==> config.mk <==
export PLATFORM = sky130hd
export DESIGN_NAME = dac_serializer
export DESIGN_NICKNAME = d
export VERILOG_FILES = /design/src/rtl/dac_serializer.sv
export SDC_FILE = /design/constraint.sdc
export NUM_CORES = 1
export LEC_CHECK = 0
export ABC_AREA = 1
export BUFFER_PORTS_ARGS = -buffer_cell sky130_fd_sc_hd__buf_2
export CORE_MARGIN = 4
export CORE_UTILIZATION = 48
export DETAILED_ROUTE_END_ITERATION = 6
export PLACE_DENSITY = 0.74
export SYNTH_ARGS = -nofsm -noshare
export SYNTH_HDL_FRONTEND = slang
export SYNTH_SLANG_ARGS = --single-unit
==> constraint.sdc <==
create_clock -name clk -period 1.3 [get_ports clk]
set_input_delay 0.13 -clock clk [delete_from_list [all_inputs] [get_ports clk]]
set_output_delay 0.13 -clock clk [all_outputs]
set_load 0.01 [all_outputs]
==> src/rtl/dac_serializer.sv <==
// Purpose : serialises NUM_CH parallel DAC words onto shared sync/sclk with one data line per channel.
// Latency : first bit on dout the cycle after accept; done pulses DATA_W*2*CLK_DIV+1 cycles after accept.
// Backpr. : load_ready is high only in IDLE; load_valid/load_data are ignored while a frame or gap runs.
//
// Ports:
//   clk        system clock, all logic on its rising edge
//   reset      synchronous active-high reset; aborts any frame without a done pulse
//   load_data  channel k word at bits [k*DATA_W +: DATA_W]
//   load_valid load_data valid this cycle
//   load_ready frame accepted on an edge where load_valid & load_ready
//   sclk       serial clock, idles high; DAC samples on the falling edge (mid-bit)
//   dout       serial data, bit k drives channel k
//   sync       frame sync, low for exactly DATA_W*2*CLK_DIV cycles per frame
//   busy       high while shifting or in the post-frame gap
//   done       one-cycle pulse in the first gap cycle of a completed frame

module dac_serializer #(
  parameter int DATA_W    = 16,
  parameter int NUM_CH    = 2,
  parameter int CLK_DIV   = 2,
  parameter int GAP_CYC   = 1,
  parameter int MSB_FIRST = 1
) (
  input  logic                     clk,
  input  logic                     reset,
  input  logic [NUM_CH*DATA_W-1:0] load_data,
  input  logic                     load_valid,
  output logic                     load_ready,
  output logic                     sclk,
  output logic [NUM_CH-1:0]        dout,
  output logic                     sync,
  output logic                     busy,
  output logic                     done
);

  // One bit period spans DIV_N clk cycles; counters are sized to hold
  // their terminal count so none of them wraps early.
  localparam int DIV_N = 2 * CLK_DIV;
  localparam int DW    = $clog2(DIV_N);
  localparam int BW    = $clog2(DATA_W);
  localparam int GW    = (GAP_CYC > 1) ? $clog2(GAP_CYC) : 1;

  localparam logic [DW-1:0] DIV_LAST = DW'(DIV_N - 1);
  localparam logic [DW-1:0] DIV_HALF = DW'(CLK_DIV);
  localparam logic [BW-1:0] BIT_LAST = BW'(DATA_W - 1);
  localparam logic [GW-1:0] GAP_LAST = GW'(GAP_CYC - 1);

  typedef enum logic [1:0] {
    IDLE  = 2'd0,
    SHIFT = 2'd1,
    GAP   = 2'd2
  } state_e;

  state_e                          state_q, state_d;
  logic [DW-1:0]                   div_q,   div_d;
  logic [BW-1:0]                   bit_q,   bit_d;
  logic [GW-1:0]                   gap_q,   gap_d;
  logic [NUM_CH-1:0][DATA_W-1:0]   sreg_q,  sreg_d;

  logic                            ready_q, ready_d;
  logic                            sclk_q,  sclk_d;
  logic [NUM_CH-1:0]               dout_q,  dout_d;
  logic                            sync_q,  sync_d;
  logic                            busy_q,  busy_d;
  logic                            done_q,  done_d;

  // Bit presented first on the line for a given register content.
  function automatic logic first_bit(input logic [DATA_W-1:0] w);
    if (MSB_FIRST != 0) return w[DATA_W-1];
    else                return w[0];
  endfunction

  // Advance by one bit, zero-filling the vacated end so the register
  // is empty once the whole word has gone out.
  function automatic logic [DATA_W-1:0] shift_word(input logic [DATA_W-1:0] w);
    if (MSB_FIRST != 0) return {w[DATA_W-2:0], 1'b0};
    else                return {1'b0, w[DATA_W-1:1]};
  endfunction

  // Next-state and output logic. Outputs are computed one cycle ahead so
  // the pins come straight from flops.
  always_comb begin
    state_d = state_q;
    div_d   = div_q;
    bit_d   = bit_q;
    gap_d   = gap_q;
    sreg_d  = sreg_q;
    ready_d = ready_q;
    sclk_d  = sclk_q;
    dout_d  = dout_q;
    sync_d  = sync_q;
    busy_d  = busy_q;
    done_d  = 1'b0;

    case (state_q)
      IDLE: begin
        if (load_valid && ready_q) begin
          state_d = SHIFT;
          div_d   = '0;
          bit_d   = '0;
          for (int k = 0; k < NUM_CH; k++) begin
            sreg_d[k] = load_data[k*DATA_W +: DATA_W];
            dout_d[k] = first_bit(sreg_d[k]);
          end
          sync_d  = 1'b0;
          sclk_d  = 1'b1;
          busy_d  = 1'b1;
          ready_d = 1'b0;
        end
      end

      SHIFT: begin
        if (div_q == DIV_LAST) begin
          // End of bit period == sclk rising edge: move every lane on.
          div_d = '0;
          for (int k = 0; k < NUM_CH; k++) begin
            sreg_d[k] = shift_word(sreg_q[k]);
          end
          sclk_d = 1'b1;
          if (bit_q == BIT_LAST) begin
            state_d = GAP;
            gap_d   = '0;
            sync_d  = 1'b1;
            dout_d  = '0;
            done_d  = 1'b1;
          end else begin
            bit_d = bit_q + 1'b1;
            for (int k = 0; k < NUM_CH; k++) begin
              dout_d[k] = first_bit(sreg_d[k]);
            end
          end
        end else begin
          // sclk high for the first half of the bit, low for the second.
          div_d  = div_q + 1'b1;
          sclk_d = (div_d < DIV_HALF);
        end
      end

      GAP: begin
        if (gap_q == GAP_LAST) begin
          state_d = IDLE;
          ready_d = 1'b1;
          busy_d  = 1'b0;
        end else begin
          gap_d = gap_q + 1'b1;
        end
      end

      default: begin
        state_d = IDLE;
        div_d   = '0;
        bit_d   = '0;
        gap_d   = '0;
        sreg_d  = '0;
        ready_d = 1'b1;
        sclk_d  = 1'b1;
        dout_d  = '0;
        sync_d  = 1'b1;
        busy_d  = 1'b0;
      end
    endcase
  end

  always_ff @(posedge clk) begin
    if (reset) begin
      state_q <= IDLE;
      div_q   <= '0;
      bit_q   <= '0;
      gap_q   <= '0;
      sreg_q  <= '0;
      ready_q <= 1'b1;
      sclk_q  <= 1'b1;
      dout_q  <= '0;
      sync_q  <= 1'b1;
      busy_q  <= 1'b0;
      done_q  <= 1'b0;
    end else begin
      state_q <= state_d;
      div_q   <= div_d;
      bit_q   <= bit_d;
      gap_q   <= gap_d;
      sreg_q  <= sreg_d;
      ready_q <= ready_d;
      sclk_q  <= sclk_d;
      dout_q  <= dout_d;
      sync_q  <= sync_d;
      busy_q  <= busy_d;
      done_q  <= done_d;
    end
  end

  assign load_ready = ready_q;
  assign sclk       = sclk_q;
  assign dout       = dout_q;
  assign sync       = sync_q;
  assign busy       = busy_q;
  assign done       = done_q;

endmodule

## Word-level counts from Yosys, hierarchy flattened

Index checks and enable logic that the tools add are counted.

- Flip-flop bits (word level): 46
- Bits in latches: 0
- RAM bits: 0
- Bits in read-only memories: 0
- Input port bits: 35
- Output and inout bits: 7
- Word-level logic and storage cells: 74
- Memories kept: 0

- Add/sub/neg operators: 3
- Multipliers: 0
- Divide/modulo/power cells: 0
- Magnitude comparators: 1
- Equal/unequal tests: 9
- Shift operators: 0
- Multiplexer cells: 35
- Bitwise operators: 4
- Reductions and logical operators: 10

Operators with widths:

| cell | count |
|---|---|
| $pmux 31 s3 | 1 |
| $mux 31 | 2 |
| $mux 2 | 9 |
| $pmux 2 s3 | 3 |
| $pmux 1 s3 | 5 |
| $mux 4 | 3 |
| $pmux 4 s3 | 1 |
| $reduce_and 4->1 | 3 |
| $mux 1 | 11 |
| $ne 2x2->1 const B | 5 |
| $reduce_and 3->1 | 3 |
| $add 4x1->4 const B | 1 |
| $eq 2x2->1 const B | 2 |
| $eq 4x4->1 const B | 1 |
| $not 1->1 | 4 |
| $reduce_or 3->1 | 1 |
| $add 2x1->2 const B | 1 |
| $eq 2x1->1 const B | 1 |
| $logic_not 2->1 | 1 |
| $lt 2x2->1 const B | 1 |
| $reduce_and 2->1 | 1 |
| $add 1x1->1 const B | 1 |
| $logic_and 1x1->1 | 1 |

## Longest topological paths before layout

Gate-level depths: netlist of run 1.

- Depth after elaboration: 4
- Mapped depth: 8
- Mapped depth without buffers: 8

## Worst setup path after synthesis of run 1

No wires, ideal clock.

- Path type: reg2reg
- Start: reg div_q[0]
- End: reg dout_q[1] (netlist: dout[1])
- Setup time: 70 ps
- Data arrival time: 1,185 ps
- Data required time: 1,230 ps
- Slack: 45 ps
- Stages on the path, launching flop included: 8
- Buffers on the path: 1
- Clock period less this slack: 1,255 ps
- Cell sequence: dfxtp_1 > ha_1 > inv_1 > nand3_2 > nand2_1 > buf_2 > nand2_1 > a21oi_1

- Cells in the longest elaborated chain, start to end: 3

Ends and longest elaborated chain:

| what | line | RTL |
|---|---|---|
| from (decl) | 55 | `logic [DW-1:0] div_q, div_d;` |
| from (signal assigned) | 179 | `div_q <= div_d;` |
| $eq 2x2->1 | 113 | `if (div_q == DIV_LAST) begin` |
| $ne 2x2->1 (no source line) | -- |  |
| $reduce_and 3->1 (no source line) | -- |  |
| to (signal assigned) | 185 | `dout_q <= dout_d;` |
| to (decl) | 62 | `logic [NUM_CH-1:0] dout_q, dout_d;` |

Every way passes these cells.
A chain may end at the register's enable or synchronous reset.

## Final worst setup path of run 1

- Start: reg div_q[0]
- End: reg sreg_q[24] in the netlist's numbering

- Cells in the longest elaborated chain, start to end: 3

Ends and longest elaborated chain:

| what | line | RTL |
|---|---|---|
| $eq 2x2->1 | 113 |  |
| $ne 2x2->1 (no source line) | -- |  |
| $reduce_and 3->1 (no source line) | -- |  |
| to (signal assigned) | 182 | `sreg_q <= sreg_d;` |
| to (decl) | 58 | `logic [NUM_CH-1:0][DATA_W-1:0] sreg_q, sreg_d;` |

Every way passes these cells.

==> results of run 1 <==
==> tightest hold or removal path, delay by kind of cell <==
family          cells  cell delay [ns]
compound gates      1             0.05
simple gates        1             0.06
buf+inv             1             0.10
==> routing by layer <==
metal  global-route usage (%)  routed length (µm)  vias up
li1                         -                   -      998
met1                     24.8                2220      865
met2                     29.5                2210       49
met3                     6.20                 336        5
met4                     4.30                  37        0
met5                        0                   0        -
==> cells in the final DEF, fill, tap and decap left out, types with 3 or more instances in the layout <==
cell      netlist  routed
o21ai_0         3       3
nor2_1         63      63
dfxtp_1        45      40
clkbuf_8        0       6
o21ai_1        29      25
buf_2           7      41
inv_1          12      11
a22o_1         28      28
buf_12          0       4
o21ai_2         0       4
nand3_1        11       9
nand2_1        33      32
inv_2           3       4
dfxtp_2         0       4
a21oi_1        12      11
buf_4           3      15
==> power groups by stage <==
stage / Clock [mW] / Sequential [mW] / Combinational [mW]
3_3_place_gp: 0 / 1.65 / 0.818
5_1_grt: 0.994 / 1.65 / 0.966
6_report: 0.921 / 1.63 / 0.866
2_1_floorplan: 0 / 1.65 / 0.533
3_5_place_dp: 0 / 1.65 / 0.828
4_1_cts: 0.938 / 1.62 / 0.838
==> through the flow <==
step,hold slack [ns],cells
final,0.0819,371
after global routing,0.0774,371
after CTS,0.0781,371
after detailed placement,0.410,363
after global placement,0.410,363
after floorplan,0.207,267
==> worst paths after layout <==
check / from / cells past startpoint / end / slack (ns)
setup / recovery: div_q[0]$_SDFFE_PP0P_ / 8 / sreg_q[24]$_SDFFE_PP0P_ / 0.03
hold / removal: load_data[0] / 3 / sreg_q[0]$_SDFFE_PP0P_ / 0.08
setup reg to reg: div_q[0]$_SDFFE_PP0P_ / 8 / sreg_q[24]$_SDFFE_PP0P_ / 0.03
hold reg to reg: sclk$_SDFFE_PP1P_ / 2 / sclk$_SDFFE_PP1P_ / 0.46
==> cell families (layout without fill, tap and decap cells) <==
group	after synthesis	count (layout)
and+or+nand+nor	117	117
AOI/OAI and AO/OA	72	72
adders and majority gates	2	2
DFF	45	45
buffers and inverters	31	85
==> flip-flops by register name, summed over array words and instances, names as in the netlist <==
name,count
state_q,2
dout,2
busy,1
sreg_q,30
bit_q,4
sclk,1
div_q,2
load_ready,1
done,1
sync,1
==> layout make-up <==
class                           count  area share, %
Clock buffer                        6           3.21
Sequential cell                    45           35.4
Tap cell                           50           2.43
Clock inverter                      2          0.536
Inverter                           15           2.19
Multi-Input combinational cell    191           39.7
Timing Repair Buffer               62           16.5
==> what timing repair did <==
action                     4_1_cts  5_1_grt
setup endpoints to repair       15       39
setup buffers                    0        0
gates resized for setup          3       18
hold endpoints to repair         0        0
pin swaps                        1        1
==> flow_summary.yaml, run 1 <==
placement:
  dpl_cell_area_um2: 2410
  pre_cts_slack_ns: -0.0217
  place_congestion: 0.832
  portBuffers: 41
  dpl.hpwl_um: 3230
synthesis:
  synth-main-ff-cell: "dfxtp_1"
  syn_inst: 267
  muxShareOfSynthArea_pct: 0
  synthTopCellsByArea: "dfxtp_1, a22o_1, nor2_1, o21ai_1, nand2_1"
  seq_area_frac_synth_pct: 44.8
  synth_top_family_by_area: "simple AND/OR/NAND/NOR gates"
  synth_top_area_share_pct: 44.8
  synth_fa_ha_area_share_pct: 1.24
  synth_compound_area_share_pct: 23.1
  netlist.top_cell.by_area: "dfxtp_1"
  yosysMostFrequentCell: "nor2_1"
  yosys.area_share.simple_pct: 24.1
  synth_xor_area_share_pct: 0
  syn-num-nets: 304
  synth_enable_flop_cells: 0
  syn_avg_cell_area_um2: 7.54
  synth-seq-cells: 45
  synth_area_um2: 2010
  yosys-top-cells-count: "nor2_1, dfxtp_1, nand2_1"
  synth.distinct_cells: 21
  synth_warnings: 0
  async_flop_share_pct: 0
clocking:
  clk_latency_ns: 0.30
  htree_levels: 2
  cts.sink_count: 45
  clockBufferDepth: 2
  cts_hold_buf: 0
  path_clk_slew_ns: 0.09
  clockRootBuffer: "clkbuf_8"
  numCtsBuffers: 5
  cts_tree: "yes"
timing:
  slew_viol_final: 0
  period_minus_slack_ns: 1.27
  tightest_slew_ns: 0.257
  grt_setup_unrepaired: "true"
  skew_ns: 0.00627
  timing.setup.tns_ns: 0
  setup_viol: 0
  slew_headroom_pct: 82.9
  fin_crit_sh_pct: 97.9
  setup_ws_ns: 0.0275
  hold_viol_final: 0
  fmax_ghz: 0.786
power_and_ir_drop:
  total_power_mw: 3.42
  p_switching_mw: 1.03
  swShare_pct: 30.2
  p_int_mw: 2.39
  seq_power_share_pct: 47.8
  comb_power_share_pct: 25.3
  p_leak_nw: 1.17
  ir_drop_mv: 1.03
  pwr-share-clk_pct: 26.9
  powerDensity_nw_per_um2: 1330
layout:
  filler_cell_count: 372
  layout-drive-gt1-share_pct: 29.0
  nNetsFinal: 357
  syn_to_final_growth_pct: 27.7
  stdcell_area_um2: 2570
  diodes: 0
  final_util_pct: 63.8
  seqCellArea_um2: 910
  multi_input_area_um2: 1020
critical_path:
  crit_chain: "ha_1, inv_2, nand3_4, inv_2, nor2_4, buf_12, o21ai_1, nor2_1"
  crit_type: "reg -> reg"
  cp_top_family: "flip-flops"
  crit_fanout: 21
  crit_path_end_kind: "register"
  worst_path_max_delay_cell: "dfxtp_2"
  crit_arrival_ns: 1.47
  crit_path_max_incr_delay_ns: 0.33
  start_kind: "register"
  path_buf_inv: 3
  crit_top_cell: "inv_2"
  worstPathRequired_ns: 1.50
route:
  via_count: 1917
  ant_nets: 0
  drtIter0Drc: 125
  routedWlPerCell_um: 13.0
  drc: 0
  routed_wl_um: 4810
  viasPerCell: 5.17
  first_pass_iters: 4
hold_path:
  hp-class: "in -> reg"
grt:
  grt_pass1_wl_um: 7780
  overflow: 0
  grt_pass1_vias: 1714
  grt_max_degree: 35
  antenna_found_initial: 0
  grt.total_usage_pct: 18.7
floorplanning:
  rows: 23
  start_util_pct: 49.9
  fp.dieW_um: 72.7
  die_area_um2: 5290
  die_h_um: 72.7
  ioPinCount: 42
  coreArea_um2: 4030
flow_run:
  maxCapViolCount: 0
outcome:
  outcome: "finished clean"
(Power assumes the default switching activity.)
==> inputs of run 2 (changes only) <==
--- a/config.mk
+++ b/config.mk
@@ -8,9 +8,8 @@
 export ABC_AREA = 1
 export BUFFER_PORTS_ARGS = -buffer_cell sky130_fd_sc_hd__buf_2
 export CORE_MARGIN = 4
-export CORE_UTILIZATION = 48
+export CORE_UTILIZATION = 40
 export DETAILED_ROUTE_END_ITERATION = 6
-export PLACE_DENSITY = 0.74
 export SYNTH_ARGS = -nofsm -noshare
 export SYNTH_HDL_FRONTEND = slang
 export SYNTH_SLANG_ARGS = --single-unit
==> flow_summary.yaml, run 2 (same netlist as run 1, synthesis figures left out) <==
outcome:
  outcome: "finished with violations"
  failed_checks: "negative setup slack"
route:
  ant_nets: 0
  routed_wl_um: 5220
  drtIter0Drc: 150
  viasPerCell: 5.01
  routedWlPerCell_um: 13.3
  via_count: 1969
  first_pass_iters: 4
  drc: 0
clocking:
  cts.sink_count: 45
  numCtsBuffers: 5
  path_clk_slew_ns: 0.08
  clk_latency_ns: 0.31
  clockRootBuffer: "clkbuf_8"
  cts_tree: "yes"
  cts_hold_buf: 0
  htree_levels: 2
  clockBufferDepth: 2
layout:
  final_common_cell: "nor2_1"
  layout-drive-gt1-share_pct: 36.2
  syn_to_final_growth_pct: 39.9
  largest_reg_flops: 30
  nNetsFinal: 362
  reg_top3: "sreg_q (30), bit_q (4)"
  diodes: 0
  layout_common_cells: "nor2_1, buf_2, dfxtp_1"
  top_register: "sreg_q"
timing:
  slew_viol_final: 0
  grt_setup_unrepaired: "true"
  setup_viol: 19
  fmax_ghz: 0.746
  tightest_slew_ns: 0.263
  period_minus_slack_ns: 1.34
  slew_headroom_pct: 82.4
  setup_ws_ns: -0.0406
  hold_slack_ns: 0.0993
  skew_ns: 0.0114
  fin_crit_sh_pct: 103
  hold_viol_final: 0
critical_path:
  crit_path_max_incr_delay_ns: 0.34
  worstPathRequired_ns: 1.50
  crit_path_end_kind: "register"
  path_buf_inv: 4
  start_kind: "register"
  crit_fanout: 6
  cp_top_family: "buffers and inverters"
  crit_arrival_ns: 1.54
  worst_path_max_delay_cell: "dfxtp_2"
  crit_chain: "ha_4, inv_4, nand3_4, inv_2, nor2_4, buf_12, clkbuf_16, o21ai_1, nor2_1"
  crit_type: "reg -> reg"
power_and_ir_drop:
  total_power_mw: 3.79
  ir_drop_mv: 0.874
  powerDensity_nw_per_um2: 1350
  p_leak_nw: 1.25
grt:
  overflow: 0
  grt_pass1_vias: 1820
  grt_pass1_wl_um: 8280
  grt_max_degree: 35
  antenna_found_initial: 0
  grt.total_usage_pct: 16.5
floorplanning:
  fp.dieW_um: 78.9
  rows: 25
  die_area_um2: 6230
  coreArea_um2: 4790
  die_h_um: 78.9
  start_util_pct: 42.0
  ioPinCount: 42
flow_run:
  maxCapViolCount: 0
placement:
  portBuffers: 41
  pre_cts_slack_ns: -0.0167
  place_congestion: 0.813
  dpl.hpwl_um: 3230
hold_path:
  hp-class: "in -> reg"
==> run 2: worst paths after layout <==
kind / from / slack [ns] / end / cells past startpoint
max: div_q[1]$_SDFFE_PP0P_ / -0.04 / sreg_q[1]$_SDFFE_PP0P_ / 9
min: load_data[16] / 0.1 / sreg_q[16]$_SDFFE_PP0P_ / 3
max reg2reg: div_q[1]$_SDFFE_PP0P_ / -0.04 / sreg_q[1]$_SDFFE_PP0P_ / 9
min reg2reg: sync$_SDFFE_PP1P_ / 0.47 / sync$_SDFFE_PP1P_ / 2
==> run 2: power breakdown <==
group	internal [mW]	switching, mW	leakage, nW	total [mW]
registers	1.54	0.109	0.373	1.65
clock network	0.625	0.485	0.0574	1.11
logic	0.521	0.505	0.821	1.03
==> run 2: worst reg2reg max path, stage by stage, from the launching register on <==
cell and delay (ns):
dfxtp_2 0.34, ha_4 0.16, inv_4 0.06, nand3_4 0.09
inv_2 0.08, nor2_4 0.05, buf_12 0.14, clkbuf_16 0.15
o21ai_1 0.12, nor2_1 0.06
==> run 2: repair_timing <==
item	4_1_cts	5_1_grt
setup buffers	0	1
endpoints found under the setup margin	17	40
cloned	0	5
gates resized for setup	3	40
pin swaps	1	9
==> run 2: final cells by class <==
| class | count | area, µm² |
|---|---|---|
| inverter | 15 | 58.8 |
| clock buffer | 6 | 82.6 |
| sequential | 45 | 907 |
| timing repair buffer | 67 | 539 |
| tap | 67 | 83.8 |
| fill | 450 | 1970 |
| multi-input combinational | 191 | 1110 |
| clock inverter | 2 | 37.5 |
==> run 2: metal layers <==
metal  routed length (µm)  part of all wire (%)  track usage, %
met5                    0                     0               0
met2                 2470                    47            27.2
met3                  202                   3.9            4.20
met4                   72                   1.4            5.15
met1                 2470                    47            21.3
==> run 2: per-stage QoR <==
step	setup TNS, ns	instances	util (%)	cell area, µm²
after CTS	0	387	53.0	2530
final	-0.276	393	58.8	2820
after detailed placement	-0.0443	379	50.3	2410
after floorplan	0	267	-	2010
after global placement	0	379	50.3	2410
after global routing	-2.72	393	58.8	2820
==> inputs of run 3 (changes only) <==
==> constraint.sdc (replaced) <==
create_clock -name clk -period 1.7 [get_ports clk]
set_input_delay 0.17 -clock clk [delete_from_list [all_inputs] [get_ports clk]]
set_output_delay 0.17 -clock clk [all_outputs]
set_load 0.01 [all_outputs]
==> flow_summary.yaml, run 3 (same netlist as run 1, synthesis figures left out) <==
critical_path:
  start_kind: "register"
  path_buf_inv: 2
  crit_type: "reg -> reg"
  crit_arrival_ns: 1.67
  crit_chain: "ha_1, inv_1, nand3_2, nand2_1, buf_12, nand2_1, a21oi_1"
  crit_path_max_incr_delay_ns: 0.33
  startpoint: "div_q[0]$_SDFFE_PP0P_"
  worst_path_max_delay_cell: "dfxtp_1"
  cp_top_family: "simple AND/OR/NAND/NOR gates"
  r2r-start: "div_q[0]$_SDFFE_PP0P_"
  crit_fanout: 28
  crit_path_end_kind: "register"
  worstPathRequired_ns: 1.93
  crit_top_cell: "nand2_1"
timing:
  grt_setup_unrepaired: "false"
  slew_viol_final: 0
  setup_ws_ns: 0.259
  fmax_ghz: 0.694
  period_minus_slack_ns: 1.44
  slew_headroom_pct: 74.9
  setup_viol: 0
  hold_slack_ns: 0.124
  tightest_slew_ns: 0.375
  timing.setup.tns_ns: 0
  skew_ns: 0.00716
  hold_viol_final: 0
  fin_crit_sh_pct: 84.8
layout:
  filler_cell_count: 483
  layout-drive-gt1-share_pct: 21.5
  largest_reg_flops: 30
  syn_to_final_growth_pct: 19.8
  layout_common_cells: "nor2_1, dfxtp_1, buf_2"
  final_util_pct: 50.4
  top_register: "sreg_q"
  multi_input_area_um2: 975
  seqCellArea_um2: 901
  reg_top3: "sreg_q (30), bit_q (4)"
  nNetsFinal: 347
  diodes: 0
  final_common_cell: "nor2_1"
floorplanning:
  coreArea_um2: 4790
  fp.dieW_um: 78.9
  rows: 25
  ioPinCount: 42
  die_h_um: 78.9
  start_util_pct: 42.0
  die_area_um2: 6230
clocking:
  cts_setup_buffers: 0
  clk_latency_ns: 0.30
  cts_hold_buf: 0
  path_clk_slew_ns: 0.08
  clockRootBuffer: "clkbuf_8"
  clockBufferDepth: 2
  numCtsBuffers: 5
  htree_levels: 2
  cts_resized: 0
  cts_tree: "yes"
  cts.sink_count: 45
grt:
  overflow: 0
  grt_max_degree: 29
  grt_pass1_wl_um: 8310
  grt_pass1_vias: 1821
  grt.total_usage_pct: 16.5
  antenna_found_initial: 0
power_and_ir_drop:
  p_leak_nw: 1.09
  ir_drop_mv: 0.551
  total_power_mw: 2.47
  powerDensity_nw_per_um2: 1020
route:
  viasPerCell: 5.02
  first_pass_iters: 4
  ant_nets: 0
  drtIter0Drc: 124
  via_count: 1899
  routedWlPerCell_um: 12.7
  drc: 0
  routed_wl_um: 4790
hold_path:
  hp-class: "in -> reg"
  hp-start: "load_data[0]"
flow_run:
  maxCapViolCount: 0
placement:
  place_congestion: 0.873
  portBuffers: 41
  pre_cts_slack_ns: 0.291
  dpl.hpwl_um: 3330
outcome:
  outcome: "finished clean"
-- run 3: cell count changes in the layout (fill, tap and decap cells not counted), moves of 4 or more --
| cell | change |
|---|---|
| dfxtp_1 | +5 |
| clkbuf_16 | -4 |
| o21ai_1 | +19 |
| a21oi_1 | +4 |
| dfxtp_2 | -5 |
| a21oi_2 | -4 |
| buf_4 | -5 |
| o21ai_2 | -19 |
-- run 3: path summary, 6_finish.rpt --
check / slack [ns] / cells past startpoint / endpoint
worst max-delay path: 0.26 / 7 / sreg_q[16]$_SDFFE_PP0P_
worst min-delay path: 0.12 / 3 / sreg_q[0]$_SDFFE_PP0P_
worst max register to register: 0.26 / 7 / sreg_q[16]$_SDFFE_PP0P_
worst min register to register: 0.47 / 2 / div_q[1]$_SDFFE_PP0P_
-- run 3: power by group --
part           internal [mW]  total, mW  switching (mW)  leakage (nW)
logic                  0.265      0.586           0.321         0.676
registers               1.18       1.25          0.0722         0.371
clock network          0.285      0.636           0.350        0.0450
-- run 3: cell type report --
class,count,share of cell area (%)
clock buffer,6,3.01
clock inverter,2,0.415
inverter,15,2.34
multi-input combinational,191,40.4
sequential,45,37.4
tap,67,3.48
timing repair buffer,52,13.0
-- run 3: through the flow --
| step | cell area [µm²] | instances |
|---|---|---|
| finish | 2410 | 378 |
| global route | 2410 | 378 |
| CTS | 2410 | 378 |
| detailed placement | 2330 | 370 |
| global placement | 2330 | 370 |
| floorplan | 2010 | 267 |
-- run 3: per-layer routing --
metal  routed length [µm]  vias up  GRT usage [%]
met3                  164        8           3.85
li1                     -      983              -
met2                 2180       25           27.0
met5                    0        -              0
met4                   99        0           7.04
met1                 2350      883           20.9
-- run 3: worst register-to-register path, delay by kind of cell, from the launching register on --
| kind | cells | cell delay (ns) |
|---|---|---|
| adder cells (fa/ha/maj) | 1 | 0.19 |
| AO/OA/AOI/OAI | 1 | 0.14 |
| buffers and inverters | 2 | 0.30 |
| AND/OR/NAND/NOR | 3 | 0.41 |
| flip-flops | 1 | 0.33 |
